File: src/rtl/fetch_pkg.sv
`default_nettype none
// ============================================================================
// Module   : fetch_pkg
// Brief    : Shared types and constants for the instruction fetch unit.
// Revision : 1.0
// ============================================================================
package fetch_pkg;

  localparam int ILEN = 32;
  localparam logic [ILEN-1:0] PC_INC           = 32'd4;
  localparam logic [ILEN-1:0] DEFAULT_RESET_PC = 32'h0000_0000;
  localparam logic [ILEN-1:0] ALIGN_MASK       = 32'h0000_0003;

  typedef enum logic [1:0] {
    ST_FETCH = 2'd0,
    ST_WAIT  = 2'd1,
    ST_OUT   = 2'd2,
    ST_DRAIN = 2'd3
  } fetch_state_e;

  typedef enum logic [1:0] {
    PCSEL_HOLD = 2'd0,
    PCSEL_STEP = 2'd1,
    PCSEL_LOAD = 2'd2
  } pc_sel_e;

  function automatic logic [ILEN-1:0] align_pc(input logic [ILEN-1:0] pc);
    return pc & ~ALIGN_MASK;
  endfunction

endpackage
`default_nettype wire

File: src/rtl/instruction_fetch_if.sv
`default_nettype none
// ============================================================================
// Module   : instruction_fetch_if
// Brief    : Memory, redirect and decode-side signals of the fetch unit.
// Revision : 1.0
// ============================================================================
interface instruction_fetch_if;
  import fetch_pkg::*;

  logic            imem_req;
  logic [ILEN-1:0] imem_addr;
  logic            imem_ready;
  logic            imem_rvalid;
  logic [ILEN-1:0] imem_rdata;
  logic            redirect;
  logic [ILEN-1:0] redirect_pc;
  logic            inst_valid;
  logic            inst_ready;
  logic [ILEN-1:0] instruction;
  logic [ILEN-1:0] inst_pc;
  logic            fetch_err;

  modport master (
    output imem_req, imem_addr, inst_valid, instruction, inst_pc, fetch_err,
    input  imem_ready, imem_rvalid, imem_rdata, redirect, redirect_pc, inst_ready
  );

  modport slave (
    input  imem_req, imem_addr, inst_valid, instruction, inst_pc, fetch_err,
    output imem_ready, imem_rvalid, imem_rdata, redirect, redirect_pc, inst_ready
  );

endinterface
`default_nettype wire

File: src/rtl/fetch_pc.sv
`default_nettype none
// ============================================================================
// Module   : fetch_pc
// Brief    : Program counter register with hold / +4 / redirect-load select.
// Revision : 1.0
// ============================================================================
module fetch_pc
  import fetch_pkg::*;
#(
  parameter logic [ILEN-1:0] RESET_PC = DEFAULT_RESET_PC
) (
  input  wire logic            clk,
  input  wire logic            rst,
  input  wire pc_sel_e         i_pc_sel,
  input  wire logic [ILEN-1:0] i_load_pc,
  output logic [ILEN-1:0]      o_pc
);

  logic [ILEN-1:0] r_pc;
  logic [ILEN-1:0] w_pc_next;

  // The +4 step wraps naturally at 2^32.
  always_comb begin
    w_pc_next = r_pc;
    case (i_pc_sel)
      PCSEL_STEP: w_pc_next = r_pc + PC_INC;
      PCSEL_LOAD: w_pc_next = i_load_pc;
      default:    w_pc_next = r_pc;
    endcase
  end

  always_ff @(posedge clk) begin
    if (rst) begin
      r_pc <= RESET_PC;
    end else begin
      r_pc <= w_pc_next;
    end
  end

  assign o_pc = r_pc;

endmodule
`default_nettype wire

File: src/rtl/instruction_fetch.sv
`default_nettype none
// ============================================================================
// Module   : instruction_fetch
// Brief    : Single-outstanding fetch FSM; redirects drain in-flight responses.
//            FETCH_MISALIGN_TRAP_EN: misaligned redirect raises sticky fetch_err.
// Revision : 1.0
// ============================================================================
module instruction_fetch
  import fetch_pkg::*;
#(
  parameter logic [ILEN-1:0] RESET_PC = DEFAULT_RESET_PC
) (
  input  wire logic            clk,
  input  wire logic            reset,
  instruction_fetch_if.master  bus
);

  fetch_state_e    r_state;
  fetch_state_e    w_state_next;
  pc_sel_e         w_pc_sel;
  logic [ILEN-1:0] w_pc;
  logic [ILEN-1:0] w_target;
  logic [ILEN-1:0] r_instruction;
  logic [ILEN-1:0] r_inst_pc;
  logic            w_trapped;
  logic            w_req;
  logic            w_accept;
  logic            w_valid;
  logic            w_handshake;
  logic            w_capture;

`ifdef FETCH_MISALIGN_TRAP_EN
  logic r_fetch_err;

  assign w_target  = bus.redirect_pc;
  assign w_trapped = r_fetch_err;

  always_ff @(posedge clk) begin
    if (reset) begin
      r_fetch_err <= 1'b0;
    end else if (bus.redirect && (bus.redirect_pc[1:0] != 2'b00)) begin
      r_fetch_err <= 1'b1;
    end
  end

  assign bus.fetch_err = r_fetch_err & ~reset;
`else
  assign w_target      = align_pc(bus.redirect_pc);
  assign w_trapped     = 1'b0;
  assign bus.fetch_err = 1'b0;
`endif

  fetch_pc #(
    .RESET_PC (RESET_PC)
  ) u_fetch_pc (
    .clk       (clk),
    .rst       (reset),
    .i_pc_sel  (w_pc_sel),
    .i_load_pc (w_target),
    .o_pc      (w_pc)
  );

  // Outputs are masked during reset so the first reset cycle is already quiet.
  assign w_req       = (r_state == ST_FETCH) && !reset && !w_trapped;
  assign w_valid     = (r_state == ST_OUT) && !reset;
  assign w_accept    = w_req && bus.imem_ready;
  assign w_handshake = w_valid && bus.inst_ready;

  always_comb begin
    w_state_next = r_state;
    w_pc_sel     = PCSEL_HOLD;
    w_capture    = 1'b0;
    if (bus.redirect) begin
      // A response still in flight after the redirect must be swallowed in DRAIN.
      w_pc_sel = PCSEL_LOAD;
      case (r_state)
        ST_FETCH: w_state_next = w_accept ? ST_DRAIN : ST_FETCH;
        ST_WAIT:  w_state_next = bus.imem_rvalid ? ST_FETCH : ST_DRAIN;
        ST_OUT:   w_state_next = ST_FETCH;
        ST_DRAIN: w_state_next = bus.imem_rvalid ? ST_FETCH : ST_DRAIN;
        default:  w_state_next = ST_FETCH;
      endcase
    end else begin
      case (r_state)
        ST_FETCH: begin
          if (w_accept) begin
            w_state_next = ST_WAIT;
          end
        end
        ST_WAIT: begin
          if (bus.imem_rvalid) begin
            w_capture    = 1'b1;
            w_state_next = ST_OUT;
          end
        end
        ST_OUT: begin
          if (w_handshake) begin
            w_pc_sel     = PCSEL_STEP;
            w_state_next = ST_FETCH;
          end
        end
        ST_DRAIN: begin
          if (bus.imem_rvalid) begin
            w_state_next = ST_FETCH;
          end
        end
        default: w_state_next = ST_FETCH;
      endcase
    end
  end

  always_ff @(posedge clk) begin
    if (reset) begin
      r_state <= ST_FETCH;
    end else begin
      r_state <= w_state_next;
    end
  end

  always_ff @(posedge clk) begin
    if (reset) begin
      r_instruction <= '0;
      r_inst_pc     <= '0;
    end else if (w_capture) begin
      r_instruction <= bus.imem_rdata;
      r_inst_pc     <= w_pc;
    end
  end

  assign bus.imem_req    = w_req;
  assign bus.imem_addr   = w_pc;
  assign bus.inst_valid  = w_valid;
  assign bus.instruction = r_instruction;
  assign bus.inst_pc     = r_inst_pc;

endmodule
`default_nettype wire
File: src/flat_wrapper.sv
// flat-port wrapper written by rule: the top's interface ports become plain ports
module instruction_fetch_flat import fetch_pkg::*;
#(
  parameter logic [ILEN-1:0] RESET_PC = DEFAULT_RESET_PC
)
  (clk, reset, bus_imem_req, bus_imem_addr, bus_inst_valid, bus_instruction, bus_inst_pc, bus_fetch_err, bus_imem_ready, bus_imem_rvalid, bus_imem_rdata, bus_redirect, bus_redirect_pc, bus_inst_ready);
  instruction_fetch_if bus_i ();
  input  wire logic clk;
  input  wire logic reset;
  output wire logic [$bits(bus_i.imem_req)-1:0] bus_imem_req;
  output wire logic [$bits(bus_i.imem_addr)-1:0] bus_imem_addr;
  output wire logic [$bits(bus_i.inst_valid)-1:0] bus_inst_valid;
  output wire logic [$bits(bus_i.instruction)-1:0] bus_instruction;
  output wire logic [$bits(bus_i.inst_pc)-1:0] bus_inst_pc;
  output wire logic [$bits(bus_i.fetch_err)-1:0] bus_fetch_err;
  input wire logic [$bits(bus_i.imem_ready)-1:0] bus_imem_ready;
  input wire logic [$bits(bus_i.imem_rvalid)-1:0] bus_imem_rvalid;
  input wire logic [$bits(bus_i.imem_rdata)-1:0] bus_imem_rdata;
  input wire logic [$bits(bus_i.redirect)-1:0] bus_redirect;
  input wire logic [$bits(bus_i.redirect_pc)-1:0] bus_redirect_pc;
  input wire logic [$bits(bus_i.inst_ready)-1:0] bus_inst_ready;
  assign bus_imem_req = bus_i.imem_req;
  assign bus_imem_addr = bus_i.imem_addr;
  assign bus_inst_valid = bus_i.inst_valid;
  assign bus_instruction = bus_i.instruction;
  assign bus_inst_pc = bus_i.inst_pc;
  assign bus_fetch_err = bus_i.fetch_err;
  assign bus_i.imem_ready = bus_imem_ready;
  assign bus_i.imem_rvalid = bus_imem_rvalid;
  assign bus_i.imem_rdata = bus_imem_rdata;
  assign bus_i.redirect = bus_redirect;
  assign bus_i.redirect_pc = bus_redirect_pc;
  assign bus_i.inst_ready = bus_inst_ready;
  instruction_fetch #(.RESET_PC(RESET_PC)) u_core (.clk(clk), .reset(reset), .bus(bus_i));
endmodule
File: config.mk
export PLATFORM = sky130hd
export DESIGN_NAME = instruction_fetch_flat
export DESIGN_NICKNAME = d
export VERILOG_FILES = /design/src/rtl/fetch_pkg.sv /design/src/rtl/instruction_fetch_if.sv /design/src/rtl/fetch_pc.sv /design/src/rtl/instruction_fetch.sv /design/src/flat_wrapper.sv
export SDC_FILE = /design/constraint.sdc
export NUM_CORES = 1
export LEC_CHECK = 0
export BUFFER_PORTS_ARGS = -buffer_cell sky130_fd_sc_hd__buf_2
export CAP_MARGIN = 15
export CORE_UTILIZATION = 48
export CTS_CLUSTER_SIZE = 8
export DETAILED_ROUTE_END_ITERATION = 16
export PLACE_DENSITY = 0.87
export SYNTH_ARGS = -nofsm -noshare
export SYNTH_HDL_FRONTEND = slang
export SYNTH_SLANG_ARGS = --single-unit
File: constraint.sdc
create_clock -name clk -period 2.3 [get_ports clk]
set_input_delay 0.115 -clock clk [delete_from_list [all_inputs] [get_ports clk]]
set_output_delay 0.115 -clock clk [all_outputs]
set_load 0.1 [all_outputs]
# Word-level counts from Yosys, hierarchy flattened
# Index checks and enable logic that the tools add are counted.
# classes
n_addsub,1
eq_ne,9
muxes,16
reduce_logical,9
# op_table
operator,count
$pmux W32 S2,1
$add A32 B3 Y32 const B,1
$mux W2,9
$pmux W2 S4,1
$eq A2 B2 Y1 const B,3
$ne A3 B2 Y1 const B,2
$ne A3 B3 Y1 const B,2
$pmux W2 S3,1
$eq A2 B1 Y1 const B,2
$logic_and A1 B1 Y1,4
$mux W1,4
$reduce_and A4 Y1,1
$logic_not A2 Y1,1
$reduce_bool A2 Y1,1
$reduce_or A2 Y1,1
$logic_not A1 Y1,1
# word_totals
reg_bits,98
wordCells,39

# Logic depth before layout (Yosys ltp)
# depth
ltp_word,8
ltp_mapped,7
depth_no_buf,4

# Hierarchy
# A second synthesis with hierarchy kept.
# hier_totals
hier_cells,576
hier_area_um2,4665.7
# modules_own_cells
module,instances,cells_each,area_per_inst_um2,seq_area_each_um2
instruction_fetch,1,300,2503.7,1321.3
fetch_pc,1,276,2162.1,640.6

# Worst setup path before layout
# No wires, ideal clock.
# synth_path
path_type,reg-to-reg
startpoint,reg u_core.r_state[0]
endpoint,reg u_core.r_state[1]
arrival_time_ps,3070
t_required_ps,2230
path_slack_ps,-840
stages_incl_launch_ff,6
n_path_buf,1
path_cell_list,dfxtp_1 > buf_2 > nor3_1 > and3_1 > o22ai_1 > a21oi_1
# synth_via
elab_chain_cells,6
word_cells_on_any_way,18
# synth_rtl
item,line_no,rtl
"start, declared",instruction_fetch.sv:18,fetch_state_e r_state;
"start signal, assigned",instruction_fetch.sv:116,r_state <= w_state_next;
$logic_not A2 Y1 (*),instruction_fetch.sv:64,assign w_req = (r_state == ST_FETCH) && !reset && !w_trapped;
$logic_and A1 B1 Y1 (*),instruction_fetch.sv:64,
named net bus_imem_req,flat_wrapper.sv:10,output wire logic [$bits(bus_i.imem_req)-1:0] bus_imem_req;
$logic_and A1 B1 Y1 (*),instruction_fetch.sv:66,assign w_accept = w_req && bus.imem_ready;
$mux W2,instruction_fetch.sv:77,ST_FETCH: w_state_next = w_accept ? ST_DRAIN : ST_FETCH;
$pmux W2 S3,instruction_fetch.sv:76,case (r_state)
$mux W2,instruction_fetch.sv:73,if (bus.redirect) begin
# Mark *: on every way through the listed nets, which the timed path passes. The rest lies on a longest branch.
# A chain may end at the register's enable or synchronous reset.

# Worst setup path in the final report
# layout_path
startpoint,"reg u_core.u_fetch_pc.r_pc[4], in the netlist u_core.u_fetch_pc.o_pc[4]"
endpoint,"reg u_core.u_fetch_pc.r_pc[22], in the netlist u_core.u_fetch_pc.o_pc[22]"
# layout_via
elab_chain_cells,2
# layout_rtl
item,line_no,rtl
"start, declared",fetch_pc.sv:19,logic [ILEN-1:0] r_pc;
"start signal, assigned",fetch_pc.sv:36,r_pc <= w_pc_next;
$add A32 B3 Y32,fetch_pc.sv:26,PCSEL_STEP: w_pc_next = r_pc + PC_INC;
$pmux W32 S2,fetch_pc.sv:25,case (i_pc_sel)
# No other way between the ends.

==> results.py <==
metrics = {
    "yosys": {
        "yosysWarnings": 0,
        "synth_area_per_cell_um2": 7.93,
        "netlist_instances": 514,
        "synth_common_cells": "139 x nand2_1, 94 x dfxtp_1, 68 x a21oi_1",
        "synth-edff-count": 0,
        "syn_area_mm2": 0.00408,
        "synth_top_area_share_pct": 46.2,
        "ys_types": 46,
        "synthMostInstantiatedCell": "nand2_1",
        "synthArstFlopShare_pct": 0,
        "ys_seq_area_share_pct": 46.2,
        "ys_ff_latch": 94,
        "ys.flop_type": "dfxtp_1",
        "synth_top_cell_by_area": "dfxtp_1",
        "synth.area.top_cells": "dfxtp_1 46%, nand2_1 13%, a21oi_1 8.4%, clkbuf_1 3.0%, nor2_1 2.9%",
    },
    "worst_hold_path": {
        "hold_start": "bus_redirect_pc[10]",
        "whs_path_depth": 3,
        "holdPathEnd": "u_core.u_fetch_pc.o_pc[10]",
        "holdCritPathClass": "in2reg",
    },
    "critical_path": {
        "startpoint_type": "flip-flop",
        "critical_path.top_delay_family": "simple AND/OR/NAND/NOR gates",
        "path_max_fanout": 9,
        "rrSetupSlack_ns": 0.16,
        "cp_slowest_cell": "or4_1",
        "crit_type": "reg2reg",
        "cp.arrival_ns": 2.40,
        "endpoint_kind": "flip-flop",
        "crit_buf_inv": 0,
        "crit-reg2reg-launch": "u_core.u_fetch_pc.o_pc[4]",
        "reg2regPathDepth": 4,
        "r2r_end": "u_core.u_fetch_pc.o_pc[22]",
        "critical_path.max_stage_delay_ns": 0.61,
        "cp.required_ns": 2.56,
        "crit_chain": "and4_1 > nand4_1 > or4_1 > a311oi_1",
    },
    "detailed_routing": {
        "drc_errors": 0,
        "drtPass1Iterations": 4,
        "viasPerCell": 5.43,
        "wl_per_cell_um": 14.4,
        "dr_total_vias": 4338,
        "drt_iter0_markers": 179,
        "wl_mm": 11.5,
        "ant_nets": 0,
    },
    "final_layout": {
        "utilization_pct": 66.8,
        "fillers": 666,
        "final_nets": 760,
        "multi_input_area_mm2": 0.00199,
        "drive_gt1_share_pct": 32.4,
        "syn_to_final_growth_pct": 34.6,
        "antenna_cells": 0,
        "seq_area_mm2": 0.00192,
    },
    "placement": {
        "place_congestion": 0.874,
        "place.detailed.hpwl_mm": 7.78,
        "port_buffers": 161,
    },
    "clock_network": {
        "clock_latency_ns": 0.36,
        "cts.sinks": 94,
        "cts_buffer_depth": 2,
        "htreeDepth": 3,
        "cts_made_buffers": 9,
        "root_buffer": "clkbuf_8",
        "cts_tree": "built",
        "post_cts_resized": 0,
        "path_clk_slew_ns": 0.10,
    },
    "grt": {
        "gr-total-overflow": 0,
        "grt_first_pass_wirelength_mm": 17.9,
        "first_global_vias": 3853,
        "track_usage_pct": 25.7,
        "antenna_found_initial": 0,
        "grt_max_degree": 70,
    },
    "power_and_ir_drop": {
        "power_leakage_uw": 0.00231,
        "ir_worst_vdd_uv": 392,
        "pwr_density_cell_mw_per_mm2": 678,
    },
    "sta": {
        "finalHoldViolCount": 0,
        "maxClockFrequency_ghz": 0.467,
        "period_minus_slack_ns": 2.14,
        "drv_slew": 0,
        "finalSetupViolCount": 0,
        "finalCritPeriodShare_pct": 93.1,
        "maxSlewHeadroom_pct": 53.6,
        "skew_ns": 0.0158,
        "fin_setup_tns_ns": 0,
        "tightest_slew_ns": 0.696,
        "rsz0062_at_grt": "no",
    },
    "flow_run": {
        "max_cap_violations": 0,
    },
    "outcome": {
        "outcome": "complete, no violations",
    },
    "die": {
        "initial_core_util_pct": 49.6,
        "die-area_mm2": 0.00886,
        "io_pins": 169,
        "die_h_um": 94.1,
        "core_area_mm2": 0.00822,
        "die_x_um": 94.1,
        "row_count": 33,
    },
}
[how the worst max path moves through the flow]
stage | from | to | slack (ns) | depth (start not counted)
CTS | u_core.u_fetch_pc.o_pc[14] | u_core.u_fetch_pc.o_pc[19] | 0.18 | 4
global route | u_core.u_fetch_pc.o_pc[13] | u_core.u_fetch_pc.o_pc[19] | 0.06 | 4
detailed placement | u_core.u_fetch_pc.o_pc[13] | u_core.u_fetch_pc.o_pc[19] | 0.21 | 4
finish | u_core.u_fetch_pc.o_pc[4] | u_core.u_fetch_pc.o_pc[22] | 0.16 | 4
global placement | u_core.u_fetch_pc.o_pc[4] | u_core.u_fetch_pc.o_pc[22] | 0.30 | 4
floorplan | u_core.u_fetch_pc.o_pc[26] | u_core.u_fetch_pc.o_pc[30] | 0.07 | 4
[flip-flops by register name (all words and copies together) (netlist names)]
| register | flops |
|---|---|
| u_core.bus.instruction | 32 |
| u_core.bus.inst_pc | 30 |
| u_core.u_fetch_pc.o_pc | 30 |
| u_core.r_state | 2 |
[cell families (layout without fill, tap and decap cells)]
family / Yosys count / in the layout / share of synthesized area (%)
adders and majority gates: 1 / 1 / 0.307
AOI/OAI and AO/OA: 118 / 118 / 18.1
muxes: 2 / 2 / 0.522
xor gates and xnor gates: 9 / 9 / 1.93
other: 1 / 5 / 0.0920
buffers and inverters: 54 / 230 / 5.83
and+or+nand+nor: 235 / 235 / 27.1
DFF: 94 / 94 / 46.2
[worst min-delay path: cells and delay by family]
kind	cells	cell delay, ns
AND/OR/NAND/NOR	1	0.08
buffers and inverters	1	0.10
AO/OA/AOI/OAI	1	0.05
[power breakdown]
part	switching [µW]	leakage, µW	internal, µW
clock	588	0.0000891	509
sequential	76.4	0.000775	1690
combinational	659	0.00145	191
[cells in the final DEF (no fill, tap or decap), types with 9 or more instances in the layout]
master and n:
a211oi_1 15, dfxtp_1 67, inv_1 10, a311oi_1 10, dlygate4sd3_1 33, buf_4 11
nor2_1 31, nand2_1 139, or4_1 10, a21oi_1 68, nand3_1 11, clkbuf_8 9
dfxtp_2 26, buf_2 160
[layout make-up]
class / count / area share (%)
clock buffers: 10 / 2.33
clock inverters: 6 / 1.28
inverters: 10 / 0.684
multi-input cells: 370 / 36.2
flip-flops and latches: 94 / 35.0
well taps: 105 / 2.40
repair buffers: 204 / 22.1
[metal layers]
metal	up-vias	global-route usage [%]	wire, µm
li1	2135	-	-
met1	1979	30.7	4760
met2	178	42.1	5530
met5	-	0	0
met4	0	14.9	464
met3	46	5.66	722
[per-stage QoR]
step / power [µW] / hold WS, ns / setup WS, ns / std cells / instance area [µm²]
final: 3720 / 0.0118 / 0.159 / 799 / 5490
after global routing: 3870 / 0.0105 / 0.0552 / 799 / 5490
after CTS: 3740 / 0.00121 / 0.179 / 799 / 5490
after detailed placement: 2610 / 0.325 / 0.212 / 750 / 4960
after global placement: 2590 / 0.315 / 0.304 / 750 / 4960
after floorplan: 2440 / 0.216 / 0.0683 / 518 / 4140
[repair_timing]
item,CTS,global route
hold buffers,33,0
setup buffers,0,0
endpoints found under the hold margin,33,0
Power figures use the tool's default switching activity.
